File: src/rtl/isp_fifo_pkg.sv
// Shared sizing constants for the ISP byte FIFO controller and its output stage.
package isp_fifo_pkg;
  localparam int ADDR_W = 6;
  localparam int DATA_W = 8;
  localparam int DEPTH  = 2 ** ADDR_W;
  localparam int PTR_W  = ADDR_W + 1;
  localparam int CNT_W  = ADDR_W + 2;
endpackage

File: src/rtl/isp_fifo_out_skid.sv
// Two-entry head/skid buffer that absorbs SRAM read data so pops run back to back.
module isp_fifo_out_skid
  import isp_fifo_pkg::*;
(
  input  logic              clk,
  input  logic              rst,
  input  logic              flush,
  input  logic              arr,
  input  logic [DATA_W-1:0] arr_data,
  input  logic              pop,
  output logic [DATA_W-1:0] head,
  output logic [1:0]        out_cnt
);

  logic [DATA_W-1:0] skid;

  // The issue logic upstream never lets an arrival land while both entries are held and not popping.
  always_ff @(posedge clk) begin
    if (rst || flush) begin
      out_cnt <= 2'd0;
      head    <= '0;
    end else begin
      case (out_cnt)
        2'd0: begin
          if (arr) begin
            head    <= arr_data;
            out_cnt <= 2'd1;
          end
        end
        2'd1: begin
          if (pop && arr) begin
            head <= arr_data;
          end else if (pop) begin
            out_cnt <= 2'd0;
          end else if (arr) begin
            skid    <= arr_data;
            out_cnt <= 2'd2;
          end
        end
        default: begin
          if (pop) begin
            head <= skid;
            if (arr) skid <= arr_data;
            else     out_cnt <= 2'd1;
          end
        end
      endcase
    end
  end

endmodule

File: src/rtl/isp_byte_fifo_ctrl.sv
// Pointer, flag and read-prefetch control turning an external 64x8 two-port SRAM into a byte FIFO.
module isp_byte_fifo_ctrl
  import isp_fifo_pkg::*;
(
  input  logic              CLK,
  input  logic              RST,
  input  logic              FLUSH,
  input  logic              PUSH_VALID,
  input  logic [DATA_W-1:0] PUSH_DATA,
  output logic              PUSH_READY,
  output logic              POP_VALID,
  output logic [DATA_W-1:0] POP_DATA,
  input  logic              POP_READY,
  output logic [CNT_W-1:0]  COUNT,
  output logic [ADDR_W-1:0] RAM_WADDR,
  output logic [DATA_W-1:0] RAM_WD,
  output logic              RAM_WEN,
  output logic [ADDR_W-1:0] RAM_RADDR,
  output logic              RAM_REN,
  input  logic [DATA_W-1:0] RAM_RD
);

  logic [PTR_W-1:0] wptr;
  logic [PTR_W-1:0] rptr;
  logic [PTR_W-1:0] ram_cnt;
  logic             rd_pend;
  logic [1:0]       out_cnt;
  logic [2:0]       occ;
  logic             pop_fire;

  assign ram_cnt    = wptr - rptr;
  assign PUSH_READY = (ram_cnt != PTR_W'(DEPTH));
  assign POP_VALID  = (out_cnt != 2'd0);
  assign pop_fire   = POP_VALID && POP_READY;

  assign RAM_WEN   = PUSH_VALID && PUSH_READY && !FLUSH && !RST;
  assign RAM_WADDR = wptr[ADDR_W-1:0];
  assign RAM_WD    = PUSH_DATA;

  // Occupancy of the output stage next cycle, counting the read already in flight.
  assign occ       = 3'(out_cnt) + 3'(rd_pend) - 3'(pop_fire);
  assign RAM_REN   = !RST && !FLUSH && (ram_cnt != '0) && (occ < 3'd2);
  assign RAM_RADDR = rptr[ADDR_W-1:0];

  assign COUNT = CNT_W'(ram_cnt) + CNT_W'(rd_pend) + CNT_W'(out_cnt);

  always_ff @(posedge CLK) begin
    if (RST || FLUSH) begin
      wptr    <= '0;
      rptr    <= '0;
      rd_pend <= 1'b0;
    end else begin
      if (RAM_WEN) wptr <= wptr + 1'b1;
      if (RAM_REN) rptr <= rptr + 1'b1;
      rd_pend <= RAM_REN;
    end
  end

  // Read data lands one cycle after issue; a flush in that cycle discards it.
  isp_fifo_out_skid u_out (
    .clk      (CLK),
    .rst      (RST),
    .flush    (FLUSH),
    .arr      (rd_pend),
    .arr_data (RAM_RD),
    .pop      (pop_fire),
    .head     (POP_DATA),
    .out_cnt  (out_cnt)
  );

endmodule

File: config.mk
export PLATFORM = sky130hd
export DESIGN_NAME = isp_byte_fifo_ctrl
export DESIGN_NICKNAME = d
export VERILOG_FILES = /design/src/rtl/isp_fifo_pkg.sv /design/src/rtl/isp_fifo_out_skid.sv /design/src/rtl/isp_byte_fifo_ctrl.sv
export SDC_FILE = /design/constraint.sdc
export NUM_CORES = 1
export LEC_CHECK = 0
export ABC_CLOCK_PERIOD_IN_PS = 5630
export CAP_MARGIN = 20
export CORE_MARGIN = 3
export CORE_UTILIZATION = 49
export CTS_BUF_LIST = sky130_fd_sc_hd__clkbuf_8
export DETAILED_ROUTE_END_ITERATION = 8
export HOLD_SLACK_MARGIN = 0.05
export PLACE_DENSITY_LB_ADDON = 0.25
export SYNTH_ARGS = -nofsm -noshare
export SYNTH_HDL_FRONTEND = slang
export SYNTH_SLANG_ARGS = --single-unit
File: constraint.sdc
create_clock -name CLK -period 5.63 [get_ports CLK]
set_clock_uncertainty 0.1 [all_clocks]
set_input_delay 1.126 -clock CLK [delete_from_list [all_inputs] [get_ports CLK]]
set_output_delay 1.126 -clock CLK [all_outputs]
set_load 0.1 [all_outputs]
# Word-level counts from Yosys, hierarchy flattened
# Cells that the tools add are included.
[totals] register_bits=33 input_bits=21 output_inout_bits=40 elab_cells=59
[op_classes] addsub=7 magnitude_cmp=1 n_eq_ne=8 mux=16 n_bitwise=2 reduce_logical=19
[op_table] op="8-bit 2-to-1 mux" n=7
[op_table] op="8-bit case mux with 2 select lines" n=2
[op_table] op="7-bit by 1-bit adder with 7-bit output (second input constant)" n=2
[op_table] op="2-bit 2-to-1 mux" n=6
[op_table] op="5-bit AND reduction" n=2
[op_table] op="7-bit by 1-bit adder with 8-bit output" n=1
[op_table] op="8-bit by 2-bit adder with 8-bit output" n=1
[op_table] op="1-bit logical AND" n=8
[op_table] op="7-bit inequality test (second input constant)" n=1
[op_table] op="7-bit nonzero test" n=1
[op_table] op="7-bit subtractor" n=1
[op_table] op="2-bit inequality test (second input constant)" n=3
[op_table] op="2-bit case mux with 2 select lines" n=1
[op_table] op="2-bit nonzero test" n=2
[op_table] op="2-bit by 1-bit adder with 3-bit output" n=1
[op_table] op="3-bit by 2-bit < comparator with 1-bit output (second input constant)" n=1
[op_table] op="3-bit by 1-bit inequality test with 1-bit output (second input constant)" n=1
[op_table] op="3-bit inequality test (second input constant)" n=1
[op_table] op="3-bit AND reduction" n=1
[op_table] op="3-bit nonzero test" n=1
[op_table] op="3-bit by 1-bit subtractor with 3-bit output" n=1
[op_table] op="2-bit by 1-bit equality test with 1-bit output (second input constant)" n=1
[op_table] op="1-bit zero test" n=2
[op_table] op="2-bit zero test" n=1
[op_table] op="3 further kinds" n=4

# Logic depth before layout (Yosys ltp)
[depth] depth_word=5 mapped_depth=12 ltp_nobuf=11

# Hierarchy
# From an unflattened synthesis, not the netlist that was laid out.
[unflattened] cells_unflattened=260 area_unflattened_um2=2351.0
[by_module_without_submodules] mod="isp_byte_fifo_ctrl" n_inst=1 cells_each=188 area_per_inst_um2=1510.2 seq_area_each_um2=300.3
[by_module_without_submodules] mod="isp_fifo_out_skid" n_inst=1 cells_each=72 area_per_inst_um2=840.8 seq_area_each_um2=440.4

# Worst setup path after synthesis
# No wires, ideal clock.
[synth_timing] path_kind="flip-flop to output port" start="register wptr[0]" end="output port COUNT[7]" arrival_time_ps=3900 slack_ps=504 path_stages_with_launch=10 path_buffers=0 path_cell_list="dfxtp_1 > inv_1 > ha_1 > inv_1 > fa_1 > ha_1 > a21oi_1 > nor2_1 > nand2_1 > nor3b_1"
[synth_between] elab_chain_len=3
[synth_rtl] element="start, declared" line_no="isp_byte_fifo_ctrl.sv:23" rtl="logic [PTR_W-1:0] wptr;"
[synth_rtl] element="start signal, assigned" line_no="isp_byte_fifo_ctrl.sv:53" rtl="if (RAM_WEN) wptr <= wptr + 1'b1;"
[synth_rtl] element="7-bit subtractor" line_no="isp_byte_fifo_ctrl.sv:31" rtl="assign ram_cnt = wptr - rptr;"
[synth_rtl] element="7-bit by 1-bit adder with 8-bit output" line_no="isp_byte_fifo_ctrl.sv:45" rtl="assign COUNT = CNT_W'(ram_cnt) + CNT_W'(rd_pend) + CNT_W'(out_cnt);"
[synth_rtl] element="8-bit by 2-bit adder with 8-bit output" line_no="isp_byte_fifo_ctrl.sv:45"
[synth_rtl] element="end, declared" line_no="isp_byte_fifo_ctrl.sv:14" rtl="output logic [CNT_W-1:0] COUNT,"
# Every way passes these cells.

# Worst setup path in the final report
[layout_timing] start="input port POP_READY" end="output port RAM_REN"
[layout_between] elab_chain_len=4
[layout_rtl] element="start, declared" line_no="isp_byte_fifo_ctrl.sv:13" rtl="input logic POP_READY,"
[layout_rtl] element="1-bit logical AND" line_no="isp_byte_fifo_ctrl.sv:34" rtl="assign pop_fire = POP_VALID && POP_READY;"
[layout_rtl] element="3-bit by 1-bit subtractor with 3-bit output" line_no="isp_byte_fifo_ctrl.sv:41" rtl="assign occ = 3'(out_cnt) + 3'(rd_pend) - 3'(pop_fire);"
[layout_rtl] element="3-bit by 2-bit < comparator with 1-bit output" line_no="isp_byte_fifo_ctrl.sv:42" rtl="assign RAM_REN = !RST && !FLUSH && (ram_cnt != '0) && (occ < 3'd2);"
[layout_rtl] element="1-bit logical AND" line_no="isp_byte_fifo_ctrl.sv:42"
[layout_rtl] element="end, declared" line_no="isp_byte_fifo_ctrl.sv:19" rtl="output logic RAM_REN,"
# Every way passes these cells.

==> results_dict.tcl <==
set metrics [dict create \
    p_leak_nw 0.926 \
    synth-compound-area-share 0.143 \
    dp_slack_ps 741 \
    root_buffer "clkbuf_8" \
    firstDrtPassIters 4 \
    syn_inst 232 \
    critPathMaxFanout 8 \
    synth_edf_count 8 \
    fill_cells 372 \
    drtAntennaViolNets 0 \
    worst_ep_arrival_time_ps 3690 \
    yosys-mux-area-fraction 0.0583 \
    async_flop_share 0 \
    drt_iter0_drc 69 \
    hold_violations 0 \
    n_antenna_cell 0 \
    cts_tree "yes" \
    hold_class "flop to flop" \
    crit-reg2reg-launch "u_out.out_cnt[1]" \
    seqCellArea_um2 741 \
    place_congestion 0.894 \
    drc_errors 0 \
    setup.worst_path.start "POP_READY" \
    layout_min_cycle_time_ps 4910 \
    maxSlewHeadroom 0.341 \
    nets 293 \
    cp.required_ps 4400 \
    rsz0062_at_grt "false" \
    place_hpwl_um 3160 \
    fmax_ghz 0.203 \
    cpPeakStageDelay_ps 480 \
    die_y_um 71.2 \
    die_w_um 71.2 \
    core_region_area_um2 4060 \
    overflow 0 \
    switchingPower_w 0.000190 \
    clk_pin_slew_worst_paths_ps 60 \
    synth_xor_area_frac 0.0547 \
    routed_wirelength_um 4300 \
    timing.final.ws_setup_ps 716 \
    cts_max_level 2 \
    yosys.area_share.simple 0.167 \
    yosys_warnings 0 \
    final_common_cell "clkdlybuf4s50_1" \
    clk_latency_ps 290 \
    cts_made_buffers 5 \
    syn_to_final_growth_pct 20.4 \
    tightest_slew_ps 985 \
    grt_pass1_wl_um 7470 \
    multi_input_area_um2 1080 \
    start_util 0.513 \
    synth-adder-area-share 0.0986 \
    critPathLaunchType "input port" \
    postCtsHoldBufs 0 \
    post_cts_buffers 0 \
    yosys.cell_types.count 39 \
    grt_pass1_vias 1632 \
    synthFlopType "dfxtp_1" \
    drt-wirelength-per-cell_um 13.9 \
    avgSynthCellArea_um2 8.97 \
    drv_slew 0 \
    cts_buffer_depth 2 \
    routed_via_density 5.30 \
    syn-cell-area_um2 2080 \
    num_vias 1637 \
    crit_slowest_cell "clkdlybuf4s50_1" \
    track_usage 0.185 \
    antenna_found_initial 0 \
    vdd_drop_max_mv 0.211 \
    maxCapViolations 0 \
    whs_ps 398 \
    intPower_w 0.000384 \
    p_comb_frac 0.246 \
    grt_max_degree 24 \
    syn_nets 267 \
    fin_crit_sh 0.873 \
    worst-path-buf-inv 3 \
    reg2reg_slack_ps 2320 \
    cp_cell_sequence "clkdlybuf4s50_1 -> inv_1 -> nor2_1 -> ha_1 -> nor2b_1 -> fa_1 -> or3_1 -> a21oi_2 -> buf_12" \
    seq_power_share 0.438 \
    dieArea_um2 5060 \
    layout_common_cells "clkdlybuf4s50_1 (39), nor2_1 (26), dfxtp_1 (25)" \
    power.share.clock 0.316 \
    io_buffers 44 \
    status "finished, final reports clean" \
    ys_seq_elements 33 \
    seq_area_frac_synth 0.356 \
    swShare 0.331 \
    rows 23 \
    io_pins 61 \
    clock-sinks 33 \
    finalSetupViolations 0 \
    cts_resized 0 \
    p_per_area_nw_per_um2 229 \
    synth_top_family_by_area "simple AND/OR/NAND/NOR gates" \
    tns_ps 0 \
    drive_above_1_share 0.0772 \
    critPathCaptureType "output port" \
    cp_top_family "buffers and inverters" \
    path_class "input port to output port" \
    worstHoldStart "u_out.head[2]" \
]
==> cells in the mapped netlist, types with 2 or more instances <==
cell / count / area (um2)
nand4_1: 4 / 25.0
o21ai_0: 9 / 45.0
mux2i_1: 11 / 110
nor2b_1: 2 / 12.5
a21oi_1: 14 / 70.1
nand2_1: 11 / 41.3
dfxtp_1: 25 / 500
or4_1: 3 / 22.5
and2_1: 2 / 12.5
or3_1: 5 / 31.3
inv_1: 19 / 71.3
nand2b_1: 2 / 12.5
xor2_1: 5 / 43.8
nor3b_1: 2 / 15.0
clkbuf_1: 5 / 18.8
edfxtp_1: 8 / 240
fa_1: 4 / 80.1
buf_4: 20 / 150
o31ai_1: 4 / 30.0
a211oi_1: 8 / 60.1
nand3_1: 9 / 45.0
and3_1: 2 / 12.5
ha_1: 10 / 125
xnor2_1: 8 / 70.1
nor2_1: 26 / 97.6
==> power groups by stage <==
stage	Sequential, W	Clock [W]	Combinational, W
after CTS	0.000251	0.000184	0.000141
after floorplan	0.000271	0	0.000117
after global routing	0.000252	0.000196	0.000149
final	0.000251	0.000182	0.000141
after global placement	0.000256	0	0.000139
after detailed placement	0.000256	0	0.000140
==> state kept, by name, summed over array words and instances (netlist names) <==
| name | flops |
|---|---|
| u_out.out_cnt | 2 |
| rd_pend | 1 |
| wptr | 7 |
| u_out.skid | 8 |
| rptr | 7 |
| u_out.head | 8 |
==> per-stage QoR <==
step           utilization  cells  area [um2]  power [W]
2_1_floorplan            -    232        2080   0.000387
3_3_place_gp         0.593    300        2410   0.000396
3_5_place_dp         0.593    300        2410   0.000397
4_1_cts              0.615    308        2500   0.000576
5_1_grt              0.617    309        2500   0.000597
6_report             0.617    309        2500   0.000574
==> routing by layer <==
metal  global-route usage  vias up  routed length [um]
li1                     -      841                   -
met1                0.247      749                2050
met2                0.284       40                1940
met3               0.0511        7                 249
met4               0.0731        0                  61
met5                    0        -                   0
==> worst reg2reg max path, cell delays in order, from the launching register on <==
cell	delay, ps
dfxtp_1	780
nor2_1	160
nor2_1	120
ha_1	230
nor2b_1	150
fa_1	420
or3_1	450
a2111oi_0	520
xnor2_1	190
nor2_1	50
==> path summary, 6_finish.rpt <==
kind,end,cells after the start
max,RAM_REN,9
min,u_out.head[2],2
min reg2reg,u_out.head[2],2
max reg2reg,rptr[5],9
==> area by class of cell <==
cell class              instances  share of cell area
clock buffers                   6              0.0330
clock inverters                 2             0.00300
inverters                      19              0.0285
multi-input cells             153               0.433
flip-flops and latches         33               0.296
well taps                      50              0.0250
repair buffers                 46               0.182
==> cell families (layout without fill, tap and decap cells) <==
family / after synthesis / in the layout
AND/OR/NAND/NOR: 70 / 70
AO/OA/AOI/OAI: 44 / 44
multiplexers: 12 / 12
adder cells (fa/ha/maj): 14 / 14
XOR/XNOR: 13 / 13
flip-flops: 33 / 33
buffers and inverters: 46 / 73
No activity file was read; power rests on OpenSTA's default activity.
